### config.mk
export PLATFORM = sky130hd
export DESIGN_NAME = npu_csr_regs_flat
export DESIGN_NICKNAME = d
export VERILOG_FILES = /design/src/rtl/npu_csr_pkg.sv /design/src/rtl/npu_csr_regs_if.sv /design/src/rtl/npu_csr_regs.sv /design/src/flat_wrapper.sv
export SDC_FILE = /design/constraint.sdc
export NUM_CORES = 1
export LEC_CHECK = 0
export ABC_CLOCK_PERIOD_IN_PS = 3600
export BUFFER_PORTS_ARGS = -buffer_cell sky130_fd_sc_hd__buf_2
export CAP_MARGIN = 25
export CORE_MARGIN = 1.5
export CORE_UTILIZATION = 56
export DETAILED_ROUTE_END_ITERATION = 6
export PLACE_DENSITY = 0.88
export SETUP_SLACK_MARGIN = 0.05
export SYNTH_ARGS = -nofsm -noshare
export SYNTH_HDL_FRONTEND = slang
export SYNTH_SLANG_ARGS = --single-unit
### constraint.sdc
create_clock -name clk -period 3.6 [get_ports clk]
set_input_delay 0.18 -clock clk [delete_from_list [all_inputs] [get_ports clk]]
set_output_delay 0.18 -clock clk [all_outputs]
set_load 0.005 [all_outputs]
### src/rtl/npu_csr_pkg.sv
// Shared register offsets, bit indices, response codes and write-FSM states
// for the NPU control/status register bank.
package npu_csr_pkg;

    localparam logic [15:0] CtrlOff    = 16'h0000;
    localparam logic [15:0] StatusOff  = 16'h0004;
    localparam logic [15:0] IrqEnOff   = 16'h0008;
    localparam logic [15:0] SrcAddrOff = 16'h000C;
    localparam logic [15:0] DstAddrOff = 16'h0010;
    localparam logic [15:0] LenOff     = 16'h0014;
    localparam logic [15:0] IdOff      = 16'h0018;
    localparam logic [15:0] CyclesOff  = 16'h001C;

    localparam int CtrlStartBit  = 0;
    localparam int StatusBusyBit = 0;
    localparam int StatusDoneBit = 1;
    localparam int StatusErrBit  = 2;
    localparam int IrqEnDoneBit  = 0;
    localparam int IrqEnErrBit   = 1;

    localparam logic [1:0] OKAY   = 2'b00;
    localparam logic [1:0] SLVERR = 2'b10;

    typedef enum logic [1:0] {
        W_IDLE,
        W_HAVE_AW,
        W_HAVE_W,
        W_RESP
    } wr_state_e;

    // Byte offset of the 32-bit word selected by addr[15:2].
    function automatic logic [15:0] word_off(input logic [13:0] word_idx);
        return {word_idx, 2'b00};
    endfunction

endpackage

### src/rtl/npu_csr_regs_if.sv
// 32-bit AXI-Lite bus without write strobes; m = host side, s = register bank.
interface axil_if;
    logic [31:0] awaddr;
    logic        awvalid;
    logic        awready;
    logic [31:0] wdata;
    logic        wvalid;
    logic        wready;
    logic [1:0]  bresp;
    logic        bvalid;
    logic        bready;
    logic [31:0] araddr;
    logic        arvalid;
    logic        arready;
    logic [31:0] rdata;
    logic [1:0]  rresp;
    logic        rvalid;
    logic        rready;

    modport m (
        output awaddr, awvalid, wdata, wvalid, bready, araddr, arvalid, rready,
        input  awready, wready, bresp, bvalid, arready, rdata, rresp, rvalid
    );

    modport s (
        input  awaddr, awvalid, wdata, wvalid, bready, araddr, arvalid, rready,
        output awready, wready, bresp, bvalid, arready, rdata, rresp, rvalid
    );
endinterface

### src/rtl/npu_csr_regs.sv
// AXI-Lite register bank for the NPU control/status window.
// Optional CYCLES busy counter at 0x1C when NPU_CSR_PERF_CNT_EN is defined.
module npu_csr_regs
    import npu_csr_pkg::*;
#(
    parameter logic [31:0] NPU_ID = 32'h4e50_0001,
    parameter int          LEN_W  = 24
) (
    input  logic             clk,
    input  logic             arst_n,
    axil_if.s                csr,
    output logic             npu_start,
    output logic [31:0]      npu_src_addr,
    output logic [31:0]      npu_dst_addr,
    output logic [LEN_W-1:0] npu_len,
    input  logic             npu_busy,
    input  logic             npu_done,
    input  logic             npu_err,
    output logic             irq
);

    wr_state_e   wr_state;
    logic [15:0] aw_off_q;
    logic [31:0] wdata_q;

    logic        aw_hs;
    logic        w_hs;
    logic        ar_hs;
    logic        wr_commit;
    logic [15:0] wr_off;
    logic [31:0] wr_data;
    logic [15:0] rd_off;
    logic [31:0] rd_data;

    logic        done_q;
    logic        err_q;
    logic [1:0]  irq_en_q;

    logic        ctrl_start_wr;
    logic        start_ok;
    logic        start_busy;
    logic        status_wr;
    logic        done_next;
    logic        err_next;
    logic [1:0]  irq_en_next;

    logic        unused_addr_bits;
    assign unused_addr_bits = &{1'b0, csr.awaddr[31:16], csr.awaddr[1:0],
                                csr.araddr[31:16], csr.araddr[1:0]};

`ifdef NPU_CSR_PERF_CNT_EN
    logic [31:0] cycles_q;
`endif

    function automatic logic is_mapped(input logic [15:0] off);
        logic hit;
        hit = 1'b0;
        case (off)
            CtrlOff, StatusOff, IrqEnOff, SrcAddrOff,
            DstAddrOff, LenOff, IdOff: hit = 1'b1;
`ifdef NPU_CSR_PERF_CNT_EN
            CyclesOff:                 hit = 1'b1;
`endif
            default:                   hit = 1'b0;
        endcase
        return hit;
    endfunction

    assign aw_hs = csr.awvalid & csr.awready;
    assign w_hs  = csr.wvalid & csr.wready;
    assign ar_hs = csr.arvalid & csr.arready;

    // A write commits on the edge where the second half (AW or W) arrives,
    // so the missing half is taken straight from the bus.
    assign wr_commit = ((wr_state == W_IDLE) && aw_hs && w_hs) ||
                       ((wr_state == W_HAVE_AW) && w_hs) ||
                       ((wr_state == W_HAVE_W) && aw_hs);
    assign wr_off  = (wr_state == W_HAVE_AW) ? aw_off_q : word_off(csr.awaddr[15:2]);
    assign wr_data = (wr_state == W_HAVE_W) ? wdata_q : csr.wdata;
    assign rd_off  = word_off(csr.araddr[15:2]);

    assign ctrl_start_wr = wr_commit && (wr_off == CtrlOff) && wr_data[CtrlStartBit];
    assign start_ok      = ctrl_start_wr && !npu_busy;
    assign start_busy    = ctrl_start_wr && npu_busy;
    assign status_wr     = wr_commit && (wr_off == StatusOff);

    // A set event wins over a simultaneous write-1-to-clear.
    assign done_next = (done_q & ~(status_wr & wr_data[StatusDoneBit])) | npu_done;
    assign err_next  = (err_q & ~(status_wr & wr_data[StatusErrBit])) | npu_err | start_busy;
    assign irq_en_next = (wr_commit && (wr_off == IrqEnOff)) ? wr_data[1:0] : irq_en_q;

    always_ff @(posedge clk or negedge arst_n) begin
        if (!arst_n) begin
            wr_state    <= W_IDLE;
            aw_off_q    <= '0;
            wdata_q     <= '0;
            csr.awready <= 1'b0;
            csr.wready  <= 1'b0;
            csr.bvalid  <= 1'b0;
            csr.bresp   <= OKAY;
        end else begin
            case (wr_state)
                W_IDLE: begin
                    if (aw_hs && w_hs) begin
                        wr_state    <= W_RESP;
                        csr.awready <= 1'b0;
                        csr.wready  <= 1'b0;
                    end else if (aw_hs) begin
                        wr_state    <= W_HAVE_AW;
                        aw_off_q    <= word_off(csr.awaddr[15:2]);
                        csr.awready <= 1'b0;
                    end else if (w_hs) begin
                        wr_state    <= W_HAVE_W;
                        wdata_q     <= csr.wdata;
                        csr.wready  <= 1'b0;
                    end else begin
                        csr.awready <= 1'b1;
                        csr.wready  <= 1'b1;
                    end
                end
                W_HAVE_AW: begin
                    if (w_hs) begin
                        wr_state   <= W_RESP;
                        csr.wready <= 1'b0;
                    end
                end
                W_HAVE_W: begin
                    if (aw_hs) begin
                        wr_state    <= W_RESP;
                        csr.awready <= 1'b0;
                    end
                end
                W_RESP: begin
                    if (csr.bready) begin
                        wr_state    <= W_IDLE;
                        csr.bvalid  <= 1'b0;
                        csr.awready <= 1'b1;
                        csr.wready  <= 1'b1;
                    end
                end
                default: wr_state <= W_IDLE;
            endcase
            if (wr_commit) begin
                csr.bvalid <= 1'b1;
                csr.bresp  <= is_mapped(wr_off) ? OKAY : SLVERR;
            end
        end
    end

    always_comb begin
        rd_data = '0;
        case (rd_off)
            StatusOff: begin
                rd_data[StatusBusyBit] = npu_busy;
                rd_data[StatusDoneBit] = done_q;
                rd_data[StatusErrBit]  = err_q;
            end
            IrqEnOff:   rd_data[1:0]       = irq_en_q;
            SrcAddrOff: rd_data            = npu_src_addr;
            DstAddrOff: rd_data            = npu_dst_addr;
            LenOff:     rd_data[LEN_W-1:0] = npu_len;
            IdOff:      rd_data            = NPU_ID;
`ifdef NPU_CSR_PERF_CNT_EN
            CyclesOff:  rd_data            = cycles_q;
`endif
            default:    rd_data            = '0;
        endcase
    end

    // Read data is captured on the AR edge, before any same-edge write lands.
    always_ff @(posedge clk or negedge arst_n) begin
        if (!arst_n) begin
            csr.arready <= 1'b0;
            csr.rvalid  <= 1'b0;
            csr.rdata   <= '0;
            csr.rresp   <= OKAY;
        end else if (ar_hs) begin
            csr.arready <= 1'b0;
            csr.rvalid  <= 1'b1;
            csr.rdata   <= rd_data;
            csr.rresp   <= is_mapped(rd_off) ? OKAY : SLVERR;
        end else if (csr.rvalid && csr.rready) begin
            csr.arready <= 1'b1;
            csr.rvalid  <= 1'b0;
        end else begin
            csr.arready <= !csr.rvalid;
        end
    end

    always_ff @(posedge clk or negedge arst_n) begin
        if (!arst_n) begin
            npu_src_addr <= '0;
            npu_dst_addr <= '0;
            npu_len      <= '0;
            irq_en_q     <= '0;
            done_q       <= 1'b0;
            err_q        <= 1'b0;
            npu_start    <= 1'b0;
            irq          <= 1'b0;
        end else begin
            if (wr_commit && (wr_off == SrcAddrOff)) npu_src_addr <= wr_data;
            if (wr_commit && (wr_off == DstAddrOff)) npu_dst_addr <= wr_data;
            if (wr_commit && (wr_off == LenOff))     npu_len      <= wr_data[LEN_W-1:0];
            irq_en_q  <= irq_en_next;
            done_q    <= done_next;
            err_q     <= err_next;
            npu_start <= start_ok;
            irq       <= (done_next & irq_en_next[IrqEnDoneBit]) |
                         (err_next & irq_en_next[IrqEnErrBit]);
        end
    end

`ifdef NPU_CSR_PERF_CNT_EN
    always_ff @(posedge clk or negedge arst_n) begin
        if (!arst_n) begin
            cycles_q <= '0;
        end else if (start_ok) begin
            cycles_q <= '0;
        end else if (npu_busy && (cycles_q != 32'hffff_ffff)) begin
            cycles_q <= cycles_q + 32'd1;
        end
    end
`endif

endmodule

### src/flat_wrapper.sv
// flat-port wrapper written by rule: the top's interface ports become plain ports
module npu_csr_regs_flat import npu_csr_pkg::*;
#(
    parameter logic [31:0] NPU_ID = 32'h4e50_0001,
    parameter int          LEN_W  = 24
)
  (clk, arst_n, npu_start, npu_src_addr, npu_dst_addr, npu_len, npu_busy, npu_done, npu_err, irq, csr_awaddr, csr_awvalid, csr_wdata, csr_wvalid, csr_bready, csr_araddr, csr_arvalid, csr_rready, csr_awready, csr_wready, csr_bresp, csr_bvalid, csr_arready, csr_rdata, csr_rresp, csr_rvalid);
  axil_if csr_i ();
  input  logic clk;
  input  logic arst_n;
  output logic npu_start;
  output logic [31:0] npu_src_addr;
  output logic [31:0] npu_dst_addr;
  output logic [LEN_W-1:0] npu_len;
  input  logic npu_busy;
  input  logic npu_done;
  input  logic npu_err;
  output logic irq;
  input wire logic [$bits(csr_i.awaddr)-1:0] csr_awaddr;
  input wire logic [$bits(csr_i.awvalid)-1:0] csr_awvalid;
  input wire logic [$bits(csr_i.wdata)-1:0] csr_wdata;
  input wire logic [$bits(csr_i.wvalid)-1:0] csr_wvalid;
  input wire logic [$bits(csr_i.bready)-1:0] csr_bready;
  input wire logic [$bits(csr_i.araddr)-1:0] csr_araddr;
  input wire logic [$bits(csr_i.arvalid)-1:0] csr_arvalid;
  input wire logic [$bits(csr_i.rready)-1:0] csr_rready;
  output wire logic [$bits(csr_i.awready)-1:0] csr_awready;
  output wire logic [$bits(csr_i.wready)-1:0] csr_wready;
  output wire logic [$bits(csr_i.bresp)-1:0] csr_bresp;
  output wire logic [$bits(csr_i.bvalid)-1:0] csr_bvalid;
  output wire logic [$bits(csr_i.arready)-1:0] csr_arready;
  output wire logic [$bits(csr_i.rdata)-1:0] csr_rdata;
  output wire logic [$bits(csr_i.rresp)-1:0] csr_rresp;
  output wire logic [$bits(csr_i.rvalid)-1:0] csr_rvalid;
  assign csr_i.awaddr = csr_awaddr;
  assign csr_i.awvalid = csr_awvalid;
  assign csr_i.wdata = csr_wdata;
  assign csr_i.wvalid = csr_wvalid;
  assign csr_i.bready = csr_bready;
  assign csr_i.araddr = csr_araddr;
  assign csr_i.arvalid = csr_arvalid;
  assign csr_i.rready = csr_rready;
  assign csr_awready = csr_i.awready;
  assign csr_wready = csr_i.wready;
  assign csr_bresp = csr_i.bresp;
  assign csr_bvalid = csr_i.bvalid;
  assign csr_arready = csr_i.arready;
  assign csr_rdata = csr_i.rdata;
  assign csr_rresp = csr_i.rresp;
  assign csr_rvalid = csr_i.rvalid;
  npu_csr_regs #(.NPU_ID(NPU_ID), .LEN_W(LEN_W)) u_core (.clk(clk), .arst_n(arst_n), .csr(csr_i), .npu_start(npu_start), .npu_src_addr(npu_src_addr), .npu_dst_addr(npu_dst_addr), .npu_len(npu_len), .npu_busy(npu_busy), .npu_done(npu_done), .npu_err(npu_err), .irq(irq));
endmodule
==> results of run 1 <==
-- area by class of cell --
cell class              instances  area [um2]
flip-flops and latches        181        4530
clock inverters                11         123
clock buffers                  21         470
well taps                     180         225
fillers                       977        3880
repair buffers                241        1420
multi-input cells             475        3090
inverters                       8        30.0
-- worst paths after layout --
check,startpoint,end,slack (ns),cells after the start
min,csr_rready,u_core.csr.rvalid,0.01,2
max in group asynchronous,arst_n,u_core.npu_src_addr[13],2.35,3
min in group asynchronous,arst_n,u_core.npu_len[18],0.31,2
max,u_core.wr_state[1],u_core.npu_src_addr[18],0.54,9
min reg2reg,u_core.csr.rdata[5],u_core.csr.rdata[5],0.48,2
max reg2reg,u_core.wr_state[1],u_core.npu_src_addr[18],0.54,9
-- registers in the layout, indices dropped and copies added, names as in the netlist --
signal,cells
u_core.wr_state,2
u_core.irq_en_q,2
u_core.csr.wready,1
u_core.err_q,1
u_core.csr.bresp,1
u_core.aw_off_q,14
u_core.csr.rresp,1
u_core.npu_dst_addr,32
u_core.wdata_q,32
u_core.npu_len,24
u_core.irq,1
u_core.csr.bvalid,1
u_core.csr.rvalid,1
u_core.csr.arready,1
u_core.csr.rdata,32
u_core.csr.awready,1
u_core.npu_src_addr,32
u_core.npu_start,1
u_core.done_q,1
-- what timing repair did --
action	in CTS	in global routing
hold buffers	31	0
buffers inserted	0	0
hold endpoints to repair	90	0
resized for setup	0	0
-- placed cells by master, fill, tap and decap left out, drive strengths merged, types with 2 or more instances in the layout --
cell	instances
a21oi	19
a32oi	3
nor4	6
mux2i	35
a22oi	5
nor2	16
nand2	136
and3	4
bufinv	2
dfrtp	181
buf	210
a21o	2
a22o	2
dlygate4sd3	31
nor3	5
mux2	57
nor2b	5
nand3	7
conb	2
o21ai	127
clkinv	3
ha	6
inv	10
a222oi	19
clkinvlp	4
clkbuf	21
-- report_power, final --
group	switching (mW)	leakage (nW)	internal (mW)
clock	0.781	0.282	1.08
sequential	0.185	2.40	2.34
combinational	0.668	2.17	0.606
total	1.63	4.84	4.02
-- stage by stage --
step | instance area, um2 | worst slack [ns] | hold slack, ns
floorplan | 7860 | 1.51 | -0.116
global placement | 8990 | 0.788 | 0.202
detailed placement | 8990 | 0.660 | 0.204
CTS | 9890 | 0.627 | 0.000432
global route | 9890 | 0.362 | 0.000822
finish | 9890 | 0.536 | 0.0128
-- worst register-to-register path, stage by stage, from the launching register on --
cell	delay, ns
dfrtp_1	0.45
inv_1	0.13
ha_1	0.60
nand3_1	0.15
o211a_1	0.21
nor2_2	0.26
nand4b_4	0.45
buf_4	0.42
nand2_1	0.14
o21ai_0	0.12
-- kinds of logic (layout without fill, tap and decap cells) --
kind of cell,Yosys count,count (layout),synth area share
xor gates and xnor gates,1,1,0.00111
other,1,2,0.000477
adders and majority gates,6,6,0.00955
muxes,92,92,0.128
buffers and inverters,53,281,0.0333
AOI/OAI and AO/OA,187,187,0.143
DFF,181,181,0.576
and+or+nand+nor,187,187,0.107
-- per-layer routing --
layer,share of wire,GRT usage,up-vias
li1,-,-,2949
met2,0.50,0.484,292
met1,0.40,0.360,3195
met4,0.033,0.131,0
met3,0.069,0.0517,55
met5,0,0,-
==> run summary, run 1 <==
status: finished, final reports clean
# port buffers: 198
CTS sink cnt: 181
final WL: 20700 um
Critical-path top delay cell: ha_1
num ports: 237
CP startpoint kind: flip-flop
Hold Crit Class: in2reg
initial core utilization: 0.570
top post-synthesis cells by area: dfrtp_1, mux2_2, o21ai_0
antenna violations before repair: 0
CTS clk-pin slew, worst paths: 0.07 ns
VDD IR max: 0.000665 V
Crit path buffers/inverters: 2
Worst EP required: 3.88 ns
ratio of cells with drive above 1 in the final layout: 0.336
final number of setup-violating endpoints: 0
Placer Congestion: 0.809
final core occ: 0.718
synth warn: 0
Inserted Diodes: 0
Final ANT Viol Nets: 0
Cells after DPL: 1054
Lkg Pwr: 4.84 nW
routed len/inst: 18.5 um
non-filler cells, final: 1117
Die X: 121 um
Total GRT Usage: 0.287
Avg Inst Size Synth: 11.1 um2
async set-or-reset flop fraction in the synthesized netlist: 1.00
Longest Clk Path Bufs: 2
Worst setup EP type: flip-flop
MaxCap Viol Count: 0
clk_skew: 0.00593 ns
unrepaired setup endpoints after global routing: false
Final Max Slew Viols: 0
worst path arrival time: 3.35 ns
largest net degree at the start of global routing: 83
worst skew pair latency: 0.42 ns
Via density: 5.81
Synth top cells by count: dfrtp_1, nand2_1, o21ai_0
FF+latch count, synth: 181
Final min period: 3.06 ns
CTS tree: built
CTS H-tree depth: 4
CP Max Fanout: 32
number of buffers created by CTS: 17
Post-synth EDFFs: 0
top cell type by total area after synthesis: dfrtp_1
gr ovfl total: 0
synthesized area: 0.00786 mm2
die area: 0.0148 mm2
global-route wire length before repair: 32200 um
Vias: 6491
number of cell rows: 43
TritonRoute pass-1 iters: 6
critical path's top delay family: simple AND/OR/NAND/NOR gates
count leader, synth: dfrtp_1
Critical Path, Cell by Cell: inv_1 -> ha_1 -> nand3_1 -> o211a_1 -> nor2_2 -> nand4b_4 -> buf_4 -> nand2_1 -> o21ai_0
Synth Flop Type: dfrtp_1
pwr dens: 572 mW/mm2
relative slew slack: 0.423
vias in the first global route: 6399
worst slew pin tran: 0.863 ns
Syn Inst Count: 708
Final HPWL DP: 13400 um
DRT iter0 DRCs: 666
Die H: 121 um
total core area: 0.0138 mm2
total chip power: 5.66 mW
Layout Nets: 1036
area delta synth->final: 25.9%
Max Freq: 0.326 GHz
CP Class: reg2reg
sequential area share after synthesis: 0.576
Final Hold Viols: 0
Clock Tree Root: clkbuf_16
synth unique cells: 53
critical path's largest stage delay: 0.60 ns
DR DRC count: 0
Synth top area share: 0.576
Setup TNS: 0 ns
fin crit share: 0.851
Note: power is estimated with default switching activity, not from simulation.
==> run 2: changes to the inputs <==
- ABC_AREA: unset -> 1
- CORE_UTILIZATION: 56 -> 57
==> run 2 against run 1 <==
Against the previous run:
- synthesized cell count up 40%
- count of clock-buffer cells in the layout shrank 1
- utilization is 2.0 points lower
- critical path type unchanged
==> run summary, run 2 <==
final number of setup-violating endpoints: 0 (unchanged)
Clock Tree Root: clkbuf_16
final WL: 21200 um (+2.3%)
commonest non-fill, non-tap cell in the layout: nand2_1
status: finished, final reports clean
Syn Inst Count: 994 (+40%)
Setup TNS: 0 ns (unchanged)
CP startpoint kind: flip-flop
sequential power share: 0.443 (-0.003)
antenna violations before repair: 1 (+1)
Longest Clk Path Bufs: 2 (unchanged)
CTS H-tree depth: 4 (unchanged)
Total GRT Usage: 0.284 (-0.00305)
final core occ: 0.698 (-0.0204)
Final HPWL DP: 13900 um (+3.5%)
fin crit share: 0.815 (-0.0363)
Die H: 124 um (+2.4%)
number of buffers created by CTS: 17 (unchanged)
Final min period: 2.93 ns (-0.131 ns)
CTS sink cnt: 181 (unchanged)
Post-synth EDFFs: 0 (unchanged)
Min Hold Slack: 0.0122 ns (-0.000539 ns)
gr ovfl total: 0 (unchanged)
switching power: 1.92 mW (+17%)
vias in the first global route: 6994 (+9.3%)
pwr dens: 566 mW/mm2 (-1.1%)
Layout Nets: 1297 (+25%)
sequential area share after synthesis: 0.540 (-0.0367)
CTS tree: built
num ports: 237 (unchanged)
DR DRC count: 0 (unchanged)
combinational power share: 0.246 (+0.021)
Hold Crit Class: in2reg
hold depth: 2 (unchanged)
largest net degree at the start of global routing: 107 (+29%)
total core area: 0.0145 mm2 (+5.1%)
synth unique cells: 33 (-38%)
Synth Flop Type: dfrtp_1
Hold Startpoint: csr_awaddr[7]
initial core utilization: 0.580 (+0.00909)
Via density: 5.32 (-8.4%)
R2R Path Start: u_core.wr_state[1]
unrepaired setup endpoints after global routing: false
most frequent cells in the layout: nand2_1, buf_2, dfrtp_1
VDD IR max: 0.000398 V (-40%)
count leader, synth: nand2_1
clock network fraction of design power: 0.311 (-0.018)
synth warn: 0 (unchanged)
# port buffers: 198 (unchanged)
top cell type by total area after synthesis: dfrtp_1
fillers: 1087 (+11%)
CTS clk-pin slew, worst paths: 0.07 ns (about the same)
Synth top area share: 0.540 (-0.0367)
die area: 0.0155 mm2 (+4.8%)
Synth top cells by count: nand2_1, dfrtp_1, o21ai_0
Worst setup EP type: flip-flop
Vias: 7353 (+13%)
Lkg Pwr: 5.60 nW (+16%)
FF+latch count, synth: 181 (unchanged)
MaxCap Viol Count: 0 (unchanged)
Sw Ratio: 0.335 (+0.0467)
global-route wire length before repair: 35000 um (+8.8%)
clk_skew: 0.00950 ns (+0.00357 ns)
routed len/inst: 15.3 um (-17%)
relative slew slack: 0.331 (-0.0926)
Worst Setup SP: u_core.wr_state[1]
worst skew pair latency: 0.43 ns (about the same)
Power Internal: 3.80 mW (-5.6%)
DRT iter0 DRCs: 568 (-15%)
ratio of cells with drive above 1 in the final layout: 0.259 (-0.0774)
async set-or-reset flop fraction in the synthesized netlist: 1.00 (unchanged)
Max Freq: 0.341 GHz (+4.5%)
synthesized area: 0.00839 mm2 (+6.8%)
TritonRoute pass-1 iters: 5 (-1)
worst path arrival time: 3.22 ns (-0.13 ns)
Die X: 124 um (+2.4%)
CP Max Fanout: 64 (+100%)
Inserted Diodes: 0 (unchanged)
worst slew pin tran: 1.00 ns (+0.139 ns)
Avg Inst Size Synth: 8.44 um2 (-24%)
Placer Congestion: 0.857 (+5.9%)
area delta synth->final: 20.4%
Final ANT Viol Nets: 0 (unchanged)
Worst EP required: 3.88 ns (about the same)
Final Max Slew Viols: 0 (unchanged)
Final Hold Viols: 0 (unchanged)
post-CTS sizing: 0 (unchanged)
CP Class: reg2reg
number of cell rows: 44 (+2.3%)
top post-synthesis cells by area: dfrtp_1, nand2_1, o21ai_0
worst r2r path cells: 11 (+2)
-- run 2: cell count changes after synthesis, sizes merged, moves of 6 or more --
cell and change:
nand2 +258, inv +65, mux2 -46, o21ai +42, mux2i -35, nand3 +35
nor2 +21, a222oi -19, a21oi -12, nand4 +10, nor4 -6
-- run 2: worst paths after layout --
| kind | slack [ns] | to |
|---|---|---|
| max | 0.67 | u_core.npu_dst_addr[14] |
| min | 0.01 | u_core.aw_off_q[7] |
| max reg2reg | 0.67 | u_core.npu_dst_addr[14] |
| min reg2reg | 0.46 | u_core.csr.arready |
| max in group asynchronous | 2.48 | u_core.npu_len[6] |
| min in group asynchronous | 0.17 | u_core.csr.rdata[10] |
-- run 2: cell families (layout without fill, tap and decap cells) --
| family | count (synthesis) | after routing | synth area share |
|---|---|---|---|
| buffers and inverters | 122 | 325 | 0.0683 |
| other | 1 | 2 | 0.000447 |
| adder cells (fa/ha/maj) | 6 | 6 | 0.00895 |
| flip-flops | 181 | 181 | 0.540 |
| multiplexers | 11 | 11 | 0.0148 |
| AND/OR/NAND/NOR | 491 | 491 | 0.240 |
| AO/OA/AOI/OAI | 182 | 182 | 0.127 |
-- run 2: power groups by stage --
stage	clock network (mW)	registers (mW)	logic (mW)
6_report	1.78	2.53	1.41
5_1_grt	1.89	2.57	1.62
4_1_cts	1.80	2.53	1.40
3_5_place_dp	0	2.56	1.38
3_3_place_gp	0	2.54	1.32
2_1_floorplan	0	2.53	0.997
-- run 2: final cells by class --
| class | instances | area, um2 | area share |
|---|---|---|---|
| flip-flops and latches | 181 | 4530 | 0.448 |
| multi-input cells | 692 | 3300 | 0.326 |
| repair buffers | 219 | 1200 | 0.119 |
| clock buffers | 20 | 447 | 0.0442 |
| inverters | 74 | 283 | 0.0280 |
| well taps | 184 | 230 | 0.0228 |
| clock inverters | 12 | 121 | 0.0120 |
-- run 2: layer usage --
| layer | vias up | part of all wire | global-route usage |
|---|---|---|---|
| met2 | 278 | 0.46 | 0.456 |
| met4 | 2 | 0.043 | 0.130 |
| met1 | 3431 | 0.44 | 0.382 |
| met3 | 71 | 0.056 | 0.0455 |
| met5 | - | 0.00061 | 0 |
| li1 | 3571 | - | - |
-- run 2: worst max-delay path: stages (launching register included) --
cell and delay [ns]:
dfrtp_1 0.44, inv_1 0.15, ha_1 0.45, inv_6 0.09, nor2_1 0.10, nand3_1 0.12
nand2_4 0.14, nand2_2 0.06, inv_2 0.08, nand4_4 0.74, nand2_1 0.29, o21ai_1 0.11
-- run 2: timing repair --
item,CTS,global route
endpoints found under the hold margin,112,0
buffers inserted,0,0
hold buffers,10,0
-- run 2: per-stage QoR --
step	area, um2	setup WS (ns)	cells	total power, mW
after floorplan	8400	1.67	995	3.53
after global placement	9410	0.861	1339	3.87
after detailed placement	9410	0.689	1339	3.94
after CTS	10100	0.671	1381	5.73
after global routing	10100	0.362	1382	6.07
final	10100	0.667	1382	5.72
==> run 3: changes to the inputs <==
- ABC_CLOCK_PERIOD_IN_PS: 3600 -> 2800
- CORE_UTILIZATION: 57 -> 52
- PLACE_DENSITY: 0.88 -> 0.82
- clock period: 3.6 -> 2.8 ns (I/O delays scaled with it)
==> run 3 against run 2 <==
Against the previous run:
- critical path depth is 1 higher
- register-to-register slack worse by 0.39 ns
- wire length is 5.8% higher
- non-clock buffer count is 37 higher
- sequential power is 29% higher
- fmax is 16% higher
- combinational power is 34% higher
- critical path type unchanged
- largest power group unchanged
==> run summary, run 3 (synthesis results as in run 2) <==
Final min period: 2.52 ns (-0.413 ns)
hold_buf cts: 42 (+32)
antenna violations before repair: 0 (-1)
Worst EP required: 3.10 ns (-0.78 ns)
Inserted Diodes: 0 (unchanged)
Cells after DPL: 1377 (+2.8%)
non-filler cells, final: 1451 (+5.0%)
Vias: 7596 (+3.3%)
num ports: 237 (unchanged)
total chip power: 7.37 mW (+29%)
area delta synth->final: 25.5%
Max Freq: 0.397 GHz (+16%)
VDD IR max: 0.000565 V (+42%)
final worst slack: 0.280 ns (-0.387 ns)
initial core utilization: 0.530 (-0.0494)
ratio of cells with drive above 1 in the final layout: 0.254 (-0.00451)
largest net degree at the start of global routing: 78 (-27%)
Placement Setup Slack: 0.360 ns (-0.329 ns)
global-route wire length before repair: 35200 um (+0.53%)
CTS clk-pin slew, worst paths: 0.07 ns (about the same)
Total GRT Usage: 0.271 (-0.0131)
gr ovfl total: 0 (unchanged)
Die H: 130 um (+4.6%)
clk_skew: 0.00938 ns (-0.000119 ns)
routed len/inst: 15.4 um (+0.82%)
total core area: 0.0158 mm2 (+9.3%)
CP Class: reg2reg
CTS tree: built
DR DRC count: 0 (unchanged)
final number of setup-violating endpoints: 0 (unchanged)
pwr dens: 700 mW/mm2 (+24%)
Hold Crit Class: in2reg
MaxCap Viol Count: 0 (unchanged)
Min Hold Slack: 0.00447 ns (-0.00778 ns)
CP Max Fanout: 42 (-34%)
final WL: 22400 um (+5.8%)
Die X: 130 um (+4.6%)
number of buffers created by CTS: 17 (unchanged)
area post-placement: 0.00956 mm2 (+1.6%)
relative slew slack: 0.507 (+0.176)
Longest Clk Path Bufs: 2 (unchanged)
worst slew pin tran: 0.737 ns (-0.264 ns)
Layout Nets: 1334 (+2.9%)
Final Max Slew Viols: 0 (unchanged)
fin crit share: 0.900 (+0.0852)
post-CTS sizing: 0 (unchanged)
Setup TNS: 0 ns (unchanged)
post-CTS setup buffers: 0 (unchanged)
unrepaired setup endpoints after global routing: false
Via density: 5.24 (-1.6%)
status: finished, final reports clean
commonest non-fill, non-tap cell in the layout: nand2_1
Worst setup EP type: flip-flop
most frequent cells in the layout: nand2_1, buf_2, dfrtp_1
Placer Congestion: 0.844 (-1.5%)
worst path arrival time: 2.82 ns (-0.40 ns)
TritonRoute pass-1 iters: 5 (unchanged)
Final HPWL DP: 14400 um (+3.3%)
vias in the first global route: 6984 (-0.14%)
CTS H-tree depth: 4 (unchanged)
worst skew pair latency: 0.42 ns (about the same)
DRT iter0 DRCs: 540 (-4.9%)
die area: 0.0169 mm2 (+9.4%)
number of cell rows: 46 (+4.5%)
Clock Tree Root: clkbuf_16
design area: 0.0105 mm2 (+4.2%)
Final Hold Viols: 0 (unchanged)
Lkg Pwr: 5.78 nW (+3.1%)
# port buffers: 198 (unchanged)
Final ANT Viol Nets: 0 (unchanged)
CP startpoint kind: flip-flop
final core occ: 0.665 (-0.0327)
CTS sink cnt: 181 (unchanged)
run 3: cell count changes in the layout (fill, tap and decap cells not counted), sizes merged:
cell / change
bufinv: -1
dlygate4sd3: +32
inv: -1
clkbuf: +4
clkinvlp: -1
buf: +4
run 3: layer usage:
metal | vias to the layer above | GRT usage | share of wire
met3 | 55 | 0.0574 | 0.057
met5 | - | 0 | 0
met2 | 287 | 0.436 | 0.48
met4 | 0 | 0.118 | 0.033
met1 | 3612 | 0.355 | 0.43
li1 | 3642 | - | -
run 3: cell type report:
cell class	count	area [um2]
Sequential cell	181	4530
Multi-Input combinational cell	692	3300
Timing Repair Buffer	256	1600
Clock buffer	23	478
Clock inverter	9	71.3
Inverter	74	283
Fill cell	1284	5300
Tap cell	216	270
run 3: final timing paths:
check	end	slack [ns]	cells after the start	startpoint
worst max-delay path	u_core.npu_dst_addr[17]	0.28	12	u_core.wr_state[1]
worst min-delay path	u_core.wdata_q[14]	0.004	3	csr_wdata[14]
worst max register to register	u_core.npu_dst_addr[17]	0.28	12	u_core.wr_state[1]
worst min register to register	u_core.csr.arready	0.47	1	u_core.csr.rvalid
max in group asynchronous	u_core.wdata_q[9]	1.70	3	arst_n
min in group asynchronous	u_core.aw_off_q[15]	0.29	2	arst_n
run 3: power breakdown:
group,internal (mW),switching (mW)
logic,0.657,1.24
clock network,1.22,1.00
registers,3.02,0.238
run 3: critical path, stage by stage (launching register included):
cell     delay [ns]
dfrtp_1        0.43
inv_1          0.13
ha_1           0.30
buf_4          0.20
nand2_1        0.07
nand2_1        0.11
nor2_2         0.20
nand2_2        0.07
inv_2          0.08
nand4_4        0.31
buf_12         0.32
nand2_1        0.09
o21ai_1        0.06
